**config.mk**
```make
export PLATFORM = sky130hd
export DESIGN_NAME = spi_target_regfile_flat
export DESIGN_NICKNAME = d
export VERILOG_FILES = /design/src/rtl/spi_target_regfile_if.sv /design/src/rtl/spi_target_regfile.sv /design/src/flat_wrapper.sv
export SDC_FILE = /design/constraint.sdc
export NUM_CORES = 2
export LEC_CHECK = 0
export BUFFER_PORTS_ARGS = -buffer_cell sky130_fd_sc_hd__buf_4
export CORE_ASPECT_RATIO = 1.1
export CORE_MARGIN = 2
export CORE_UTILIZATION = 64
export DETAILED_ROUTE_END_ITERATION = 10
export GPL_TIMING_DRIVEN = 0
export PLACE_DENSITY = 0.8
export SLEW_MARGIN = 20
export SYNTH_ARGS = -nofsm -noshare
export SYNTH_HDL_FRONTEND = slang
export SYNTH_SLANG_ARGS = --single-unit
export TNS_END_PERCENT = 5
```
**constraint.sdc**
```tcl
create_clock -name pclk_i -period 4.1 [get_ports pclk_i]
set_input_delay 0.205 -clock pclk_i [delete_from_list [all_inputs] [get_ports pclk_i]]
set_output_delay 0.205 -clock pclk_i [all_outputs]
set_load 0.005 [all_outputs]
```
**src/rtl/spi_target_regfile_if.sv**
```systemverilog
// SPI pin bundle between an SPI master and the spi_target_regfile target.
// The master drives clock, data and select; the target drives MISO.
interface spi_target_regfile_if;
  logic sclk_i;
  logic mosi_i;
  logic cs_n_i;
  logic miso_o;

  modport master (output sclk_i, output mosi_i, output cs_n_i, input miso_o);
  modport slave  (input sclk_i, input mosi_i, input cs_n_i, output miso_o);
endinterface

```
**src/rtl/spi_target_regfile.sv**
```systemverilog
// Oversampled SPI target fronting a 128x8 register file, with a local read port.
// Optional macro SPI_TARGET_ERR_CNT_EN adds a saturating aborted-byte counter.
module spi_target_regfile #(
  parameter int         SYNC_STAGES  = 2,
  parameter int         IDLE_TIMEOUT = 64,
  parameter logic [7:0] RESET_VAL    = 8'h00
) (
  input  logic                 pclk_i,
  input  logic                 prst_n_i,
  spi_target_regfile_if.slave  spi,
  input  logic [6:0]           loc_addr_i,
  output logic [7:0]           loc_rdata_o,
  output logic                 wr_strobe_o,
  output logic [6:0]           wr_addr_o,
  output logic                 busy_o,
`ifdef SPI_TARGET_ERR_CNT_EN
  input  logic                 err_clr_i,
  output logic [7:0]           err_cnt_o,
`endif
  output logic [1:0]           state_dbg_o
);

  typedef enum logic [1:0] {S_IDLE, S_ADDR, S_WDATA, S_RDATA} state_t;

  localparam int TW = $clog2(IDLE_TIMEOUT + 1);
  localparam logic [TW-1:0] TMO_LAST = TW'(IDLE_TIMEOUT - 1);

  logic [SYNC_STAGES-1:0] sclk_sync_q, mosi_sync_q, cs_sync_q;
  logic                   sclk_prev_q;
  logic                   sclk_s, mosi_s, cs_s, sclk_fall;

  state_t     state_q;
  logic [7:0] shift_q;
  logic [2:0] cnt_q;
  logic [TW-1:0] tmo_q;
  logic [6:0] addr_q;
  logic       miso_q;
  logic       wr_strobe_q;
  logic [6:0] wr_addr_q;
  logic [7:0] loc_rdata_q;
  logic [7:0] mem_q [128];

  logic [7:0] byte_c;
  logic       tmo_hit_c;

  always_ff @(posedge pclk_i or negedge prst_n_i) begin
    if (!prst_n_i) begin
      sclk_sync_q <= '1;
      mosi_sync_q <= '1;
      cs_sync_q   <= '1;
      sclk_prev_q <= 1'b1;
    end else begin
      sclk_sync_q <= {sclk_sync_q[SYNC_STAGES-2:0], spi.sclk_i};
      mosi_sync_q <= {mosi_sync_q[SYNC_STAGES-2:0], spi.mosi_i};
      cs_sync_q   <= {cs_sync_q[SYNC_STAGES-2:0], spi.cs_n_i};
      sclk_prev_q <= sclk_s;
    end
  end

  assign sclk_s    = sclk_sync_q[SYNC_STAGES-1];
  assign mosi_s    = mosi_sync_q[SYNC_STAGES-1];
  assign cs_s      = cs_sync_q[SYNC_STAGES-1];
  assign sclk_fall = sclk_prev_q & ~sclk_s;

  // Current partial byte with the incoming MOSI bit dropped into slot cnt_q.
  always_comb begin
    byte_c        = shift_q;
    byte_c[cnt_q] = mosi_s;
  end

  assign tmo_hit_c = (state_q != S_IDLE) && (cnt_q != 3'd0) && !sclk_fall &&
                     sclk_s && (tmo_q == TMO_LAST);

  always_ff @(posedge pclk_i or negedge prst_n_i) begin
    if (!prst_n_i) begin
      state_q     <= S_IDLE;
      shift_q     <= '0;
      cnt_q       <= '0;
      tmo_q       <= '0;
      addr_q      <= '0;
      miso_q      <= 1'b1;
      wr_strobe_q <= 1'b0;
      wr_addr_q   <= '0;
      loc_rdata_q <= '0;
      for (int i = 0; i < 128; i++) mem_q[i] <= RESET_VAL;
    end else begin
      wr_strobe_q <= 1'b0;
      loc_rdata_q <= mem_q[loc_addr_i];
      if (cs_s) begin
        state_q <= S_IDLE;
        shift_q <= '0;
        cnt_q   <= '0;
        tmo_q   <= '0;
        miso_q  <= 1'b1;
      end else if (state_q == S_IDLE) begin
        miso_q  <= 1'b1;
        state_q <= S_ADDR;
        cnt_q   <= '0;
        tmo_q   <= '0;
      end else if (tmo_hit_c) begin
        state_q <= S_ADDR;
        shift_q <= '0;
        cnt_q   <= '0;
        tmo_q   <= '0;
        miso_q  <= 1'b1;
      end else if (sclk_fall) begin
        tmo_q <= '0;
        case (state_q)
          S_ADDR: begin
            if (cnt_q == 3'd7) begin
              addr_q <= byte_c[6:0];
              cnt_q  <= '0;
              if (byte_c[7]) begin
                state_q <= S_WDATA;
                shift_q <= '0;
              end else begin
                // Bit 0 must be on MISO before the first data-phase fall.
                state_q <= S_RDATA;
                shift_q <= mem_q[byte_c[6:0]];
                miso_q  <= mem_q[byte_c[6:0]][0];
              end
            end else begin
              shift_q <= byte_c;
              cnt_q   <= cnt_q + 3'd1;
            end
          end
          S_WDATA: begin
            if (cnt_q == 3'd7) begin
              mem_q[addr_q] <= byte_c;
              wr_strobe_q   <= 1'b1;
              wr_addr_q     <= addr_q;
              state_q       <= S_ADDR;
              shift_q       <= '0;
              cnt_q         <= '0;
            end else begin
              shift_q <= byte_c;
              cnt_q   <= cnt_q + 3'd1;
            end
          end
          S_RDATA: begin
            if (cnt_q == 3'd7) begin
              miso_q  <= 1'b1;
              state_q <= S_ADDR;
              shift_q <= '0;
              cnt_q   <= '0;
            end else begin
              miso_q <= shift_q[cnt_q + 3'd1];
              cnt_q  <= cnt_q + 3'd1;
            end
          end
          default: state_q <= S_IDLE;
        endcase
      end else if (sclk_s && (cnt_q != 3'd0)) begin
        tmo_q <= tmo_q + 1'b1;
      end
    end
  end

`ifdef SPI_TARGET_ERR_CNT_EN
  logic [7:0] err_cnt_q;
  logic       abort_c;

  assign abort_c = (state_q != S_IDLE) && (cnt_q != 3'd0) && (cs_s || tmo_hit_c);

  always_ff @(posedge pclk_i or negedge prst_n_i) begin
    if (!prst_n_i) begin
      err_cnt_q <= '0;
    end else if (err_clr_i) begin
      err_cnt_q <= '0;
    end else if (abort_c && (err_cnt_q != 8'hFF)) begin
      err_cnt_q <= err_cnt_q + 8'd1;
    end
  end

  assign err_cnt_o = err_cnt_q;
`endif

  assign spi.miso_o  = miso_q;
  assign loc_rdata_o = loc_rdata_q;
  assign wr_strobe_o = wr_strobe_q;
  assign wr_addr_o   = wr_addr_q;
  assign busy_o      = (state_q != S_IDLE);
  assign state_dbg_o = state_q;

endmodule

```
**src/flat_wrapper.sv**
```systemverilog
// flat-port wrapper written by rule: the top's interface ports become plain ports
module spi_target_regfile_flat 
#(
  parameter int         SYNC_STAGES  = 2,
  parameter int         IDLE_TIMEOUT = 64,
  parameter logic [7:0] RESET_VAL    = 8'h00
)
  (pclk_i, prst_n_i, loc_addr_i, loc_rdata_o, wr_strobe_o, wr_addr_o, busy_o, state_dbg_o, spi_sclk_i, spi_mosi_i, spi_cs_n_i, spi_miso_o);
  spi_target_regfile_if spi_i ();
  input  logic pclk_i;
  input  logic prst_n_i;
  input  logic [6:0] loc_addr_i;
  output logic [7:0] loc_rdata_o;
  output logic wr_strobe_o;
  output logic [6:0] wr_addr_o;
  output logic busy_o;
  output logic [1:0] state_dbg_o;
  input wire logic [$bits(spi_i.sclk_i)-1:0] spi_sclk_i;
  input wire logic [$bits(spi_i.mosi_i)-1:0] spi_mosi_i;
  input wire logic [$bits(spi_i.cs_n_i)-1:0] spi_cs_n_i;
  output wire logic [$bits(spi_i.miso_o)-1:0] spi_miso_o;
  assign spi_i.sclk_i = spi_sclk_i;
  assign spi_i.mosi_i = spi_mosi_i;
  assign spi_i.cs_n_i = spi_cs_n_i;
  assign spi_miso_o = spi_i.miso_o;
  spi_target_regfile #(.SYNC_STAGES(SYNC_STAGES), .IDLE_TIMEOUT(IDLE_TIMEOUT), .RESET_VAL(RESET_VAL)) u_core (.pclk_i(pclk_i), .prst_n_i(prst_n_i), .spi(spi_i), .loc_addr_i(loc_addr_i), .loc_rdata_o(loc_rdata_o), .wr_strobe_o(wr_strobe_o), .wr_addr_o(wr_addr_o), .busy_o(busy_o), .state_dbg_o(state_dbg_o));
endmodule
```
==> out/qor.yml, run 1 <==
ios: 32
ys.flop_type: "dfrtp_1"
rows: 114
clockBufferDepth: 3
synth_edf_count: 0
die_w_um: 288
portBuffers: 24
haltStage: "global routing (5_1_grt)"
chipHeight_um: 316
place_ws_ns: -1.79
htreeDepth: 3
firstError: "[ERROR GRT-0116] Global routing finished with congestion. Check the congestion regions in the DRC Viewer."
clock_sinks: 1075
status: "stopped before the end"
ys_async_sr_fraction_pct: 100
cts_root_buffer: "clkbuf_16"
synthesis.area_um2: 56600
yosysUniqueCellTypes: 82
cts_buffers: 109
gp_congestion: 1.36
track_usage_pct: 79.3
place_hpwl_um: 234000
ys_seq_area_share_pct: 47.6
grt_pass1_vias: 60700
grt_max_degree: 138
grt-ovfl-total: 5
grt_pass1_wl_um: 492000
avgSynthCellArea_um2: 9.57
yosys_warnings: 0
ys_ff_latch: 1075
synthesis.nets: 5937
dp.cells: 7126
synthCells: 5914
start_util_pct: 64.5
==> Yosys cell counts, types with 3 or more instances <==
cell type     n  area (um^2)
mux2i_1      52          521
a211oi_1     43          323
buf_4        26          195
ha_1         11          138
dfrtp_1    1067        26700
buf_6        13          146
nand4_1      23          144
o221ai_1      3         26.3
a2111oi_0     7         61.3
o31ai_1       3         22.5
a21oi_1     522         2610
buf_1        69          259
nand3b_1      5         37.5
a221oi_1     12          105
buf_2        95          475
a311oi_1     19          166
inv_1        11         41.3
nor2_1      557         2090
o21ai_1       3         15.0
mux2_2       22          248
nor3b_1       3         22.5
a32o_1        3         30.0
nor4_1        8         50.1
a21o_1        4         30.0
a211o_1       4         35.0
a22oi_1      32          240
and3_1       57          357
o22ai_1       7         43.8
dfstp_2       8          210
nand2b_1     12         75.1
a31o_2        3         26.3
nor2b_1      17          106
nand2_1    1407         5280
o211ai_1      9         67.6
mux4_2      382         8600
o21ai_0     613         3070
nand3_1     278         1390
clkbuf_1    318         1190
a31oi_1      68          425
o2111ai_1    14          123
a22o_1       10         87.6
and2_1        3         18.8
a32oi_1      16          140
nor3_1       19         95.1
nand4b_1      3         26.3
==> logic make-up after synthesis <==
kind of cell | Yosys count | synth area share (%)
adders and majority gates | 11 | 0.243
and+or+nand+nor | 2416 | 17.5
buffers and inverters | 533 | 4.12
xor gates and xnor gates | 2 | 0.0310
AOI/OAI and AO/OA | 1420 | 13.9
muxes | 457 | 16.6
DFF | 1075 | 47.6
==> metrics by stage <==
stage | hold slack [ns] | instance area [um^2] | setup TNS [ns] | utilization (%)
2_1_floorplan | -0.0906 | 56600 | 0 | -
3_3_place_gp | 0.313 | 58200 | - | 66.4
3_5_place_dp | 0.127 | 58900 | -351.81 | 67.2
4_1_cts | 0.0534 | 63700 | -1.02 | 72.6
==> what timing repair did <==
action                                 in CTS
setup buffers                              12
setup endpoints to repair                 726
hold buffers                                4
pin swaps                                  10
resized for setup                         267
cloned                                      0
endpoints found under the hold margin     421
==> routing by layer <==
| layer | overflow | global-route usage, % |
|---|---|---|
| met1 | 0 | 80.7 |
| met2 | 0 | 89.5 |
| met3 | 0 | 71.7 |
| met4 | 4 | 73.2 |
| met5 | 1 | 50.1 |
==> run 2, diff against run 1 <==
CORE_ASPECT_RATIO = not set   (was 1.1)
CORE_UTILIZATION = 40   (was 64)
PLACE_DENSITY = not set   (was 0.8)
PLACE_DENSITY_LB_ADDON = 0.15   (was not set)
==> run 2 against run 1 <==
  * The flow now finishes, with violations (DRC, setup timing)
  * Synthesized cell count unchanged
  * Synthesized area unchanged
==> out/qor.yml, run 2 <==
clockBufferDepth: 3  # unchanged
fmax_mhz: 220
maxSlewHeadroom_pct: 4.34
r2r_end: "u_core.shift_q[7]$_DFFE_PN0P_"
yosysUniqueCellTypes: 82  # unchanged
cts_tree: "built"
avgSynthCellArea_um2: 9.57  # unchanged
drive_gt1_share_pct: 18.6
dieArea_um2: 144000
layout_common_cells: "1405 x nand2_1, 1066 x dfrtp_1, 607 x o21ai_0"
drt_iter0_drc: 10500
dp.cells: 7868  # +10%
failed_checks: "DRC, setup timing"
dr_total_vias: 58300
combPwrFrac_pct: 11.2
ys_async_sr_fraction_pct: 100  # unchanged
fin_util_pct: 47.8
final_cells: 8237
synth_top_area_cell: "dfrtp_1"
portBuffers: 24  # unchanged
area_growth_syn_to_layout_pct: 19.1
grt_setup_unrepaired: "yes"
p_int_uw: 18500
nets: 6220
grt_pass1_wl_um: 500000
reg2reg_from: "u_core.cnt_q[0]$_DFFE_PN0P_"
fin_skew_ns: 0.0354
crit_start: "u_core.cnt_q[0]$_DFFE_PN0P_"
peakVddDrop_mv: 0.360
drc: 3
wl_um: 384000
grt_max_degree: 139
synth_edf_count: 0  # unchanged
vias_per_cell: 7.08
ys.flop_type: "dfrtp_1"
synthCells: 5914  # unchanged
seq_power_share_pct: 41.2
cp-start-kind: "flip-flop"
worst_pin_slew_ns: 1.43
gp_congestion: 1.11  # -18%
ys_ff_latch: 1075  # unchanged
hold_viol: 0
reg2regPathDepth: 14
ys_seq_area_share_pct: 47.6  # unchanged
p_clk_share_pct: 47.6
crit_fanout: 12
drtAntennaViolNets: 0
slew_viol_final: 0
crit_path_end: "u_core.shift_q[7]$_DFFE_PN0P_"
cp_data_arrival_time_ns: 5.16
sw_frac_of_total_pct: 28.5
track_usage_pct: 52.3
die_w_um: 380  # +32%
grt_antenna_before_repair: 66
grt-ovfl-total: 0
avgRoutedWirePerCell_um: 46.6
cts_root_buffer: "clkbuf_16"
start_util_pct: 40.2  # -24 points
hold_class: "in2reg"
clkTransAtPathRegs_ns: 0.06
critPathKind: "reg2reg"
power_density_nw_per_um2: 384
synthesis.nets: 5937  # unchanged
synth_common_cells: "1407 x nand2_1, 1067 x dfrtp_1, 613 x o21ai_0"
synth_top_area_share_pct: 47.2  # unchanged
gr-usage-met1_pct: 63.3
critPathRequiredTime_ns: 4.72
mostFrequentLayoutCell: "nand2_1"
synth_area_leaders: "dfrtp_1 47%, mux4_2 15%, nand2_1 9.3%, o21ai_0 5.4%, a21oi_1 4.6%"
drv_cap: 0
place_hpwl_um: 279000  # +19%
finalCritPeriodShare_pct: 111
clock_sinks: 1075  # unchanged
first_pass_iters: 8
status: "finished with violations"
fin_ws_ns: -0.439
htreeDepth: 4  # +1
synthesis.area_um2: 56600  # unchanged
p_leak_uw: 0.0280
r2r_slack_ns: -0.44
chipHeight_um: 380  # +20%
total_power_uw: 25900
worstSetupEndpointType: "flip-flop"
coreArea_um2: 141000
largest_register_ffs: 1024
met2_usage_pct: 68.9
setup_violations: 130
insertion_delay_ns: 0.85
cts_buffers: 130  # +19%
ios: 32  # unchanged
grt_busiest_layer: "met2"
synth.most_common_cell: "nand2_1"
regMostFlops: "u_core.mem_q"
p_sw_uw: 7370
yosys_warnings: 0  # unchanged
rows: 138  # +21%
use_met3_pct: 27.5
grt_pass1_vias: 51900
min_period_ns: 4.54
## run 2: cell counts after synthesis
No cell type changed its count.
## run 2: metal layers
metal	routed length, um	part of all wire, %
met2	148000	39
met1	136000	35
met3	59600	16
met5	851	0.22
met4	39200	10
## run 2: cell type report
class | instances | area (um^2)
well taps | 1890 | 2360
fillers | 13600 | 73500
repair buffers | 154 | 1760
flip-flops and latches | 1075 | 26900
diodes | 53 | 133
multi-input cells | 4306 | 28200
clock inverters | 44 | 592
clock buffers | 185 | 3790
plain buffers | 519 | 3650
inverters | 11 | 41.3
## run 2: worst min path at each step
stage,to,slack [ns],start,cells after the start
finish,u_core.sclk_sync_q[0]$_DFF_PN1_,0.02,spi_sclk_i,2
global route,u_core.sclk_sync_q[0]$_DFF_PN1_,0.02,spi_sclk_i,2
CTS,u_core.cs_sync_q[0]$_DFF_PN1_,0.05,spi_cs_n_i,2
detailed placement,u_core.tmo_q[1]$_DFFE_PN0P_,0.15,prst_n_i,1
global placement,u_core.cs_sync_q[0]$_DFF_PN1_,0.31,spi_cs_n_i,1
floorplan,u_core.addr_q[0]$_DFFE_PN0P_,-0.09,prst_n_i,0
## run 2: repair_timing
action | CTS | global route
setup buffers | 25 | 57
gates resized for setup | 398 | 138
hold buffers | 6 | 0
endpoints found under the hold margin | 382 | 0
gates cloned | 0 | 1
pin swaps | 20 | 19
setup endpoints to repair | 851 | 404
## run 2: worst max-delay path, stage by stage (launching register included)
cell	delay, ns
dfrtp_1	0.41
buf_6	0.14
or4b_4	0.55
buf_12	0.19
nand2_8	0.20
buf_12	0.24
buf_12	0.28
buf_6	0.32
buf_8	0.35
mux2i_1	0.24
a32oi_1	0.07
a31oi_1	0.38
nand3_2	0.39
o41ai_2	0.25
o21ai_2	0.25
## run 2: kinds of logic (layout without fill, tap and decap cells)
logic type                 count (synthesis)  in the layout  synth area share (%)
DFF                                     1075           1075                  47.6
other                                      0             53                     0
xor gates and xnor gates                   2              2                0.0310
adders and majority gates                 11             11                 0.243
muxes                                    457            457                  16.6
AOI/OAI and AO/OA                       1420           1420                  13.9
and+or+nand+nor                         2416           2416                  17.5
buffers and inverters                    533            913                  4.12
## run 2: per-stage QoR
step / hold slack, ns / setup TNS (ns) / cell area [um^2] / setup slack, ns
after CTS: 0.0510 / -1.66 / 66300 / -0.391
after global placement: 0.315 / - / 59100 / -10.89
final: 0.0242 / -10.77 / 67400 / -0.439
after detailed placement: 0.148 / -570.43 / 60200 / -2.76
after floorplan: -0.0906 / 0 / 56600 / 1.11
after global routing: 0.0205 / -1.30 / 67300 / -0.244
## run 2: power by group through the flow
stage / logic [uW] / clock network, uW / registers [uW]
floorplan: 890 / 0 / 10800
global placement: 2330 / 0 / 10900
detailed placement: 2400 / 0 / 10800
CTS: 2560 / 12200 / 10700
global route: 2800 / 12700 / 10700
finish: 2900 / 12300 / 10700
Note: power is estimated with default switching activity, not from simulation.
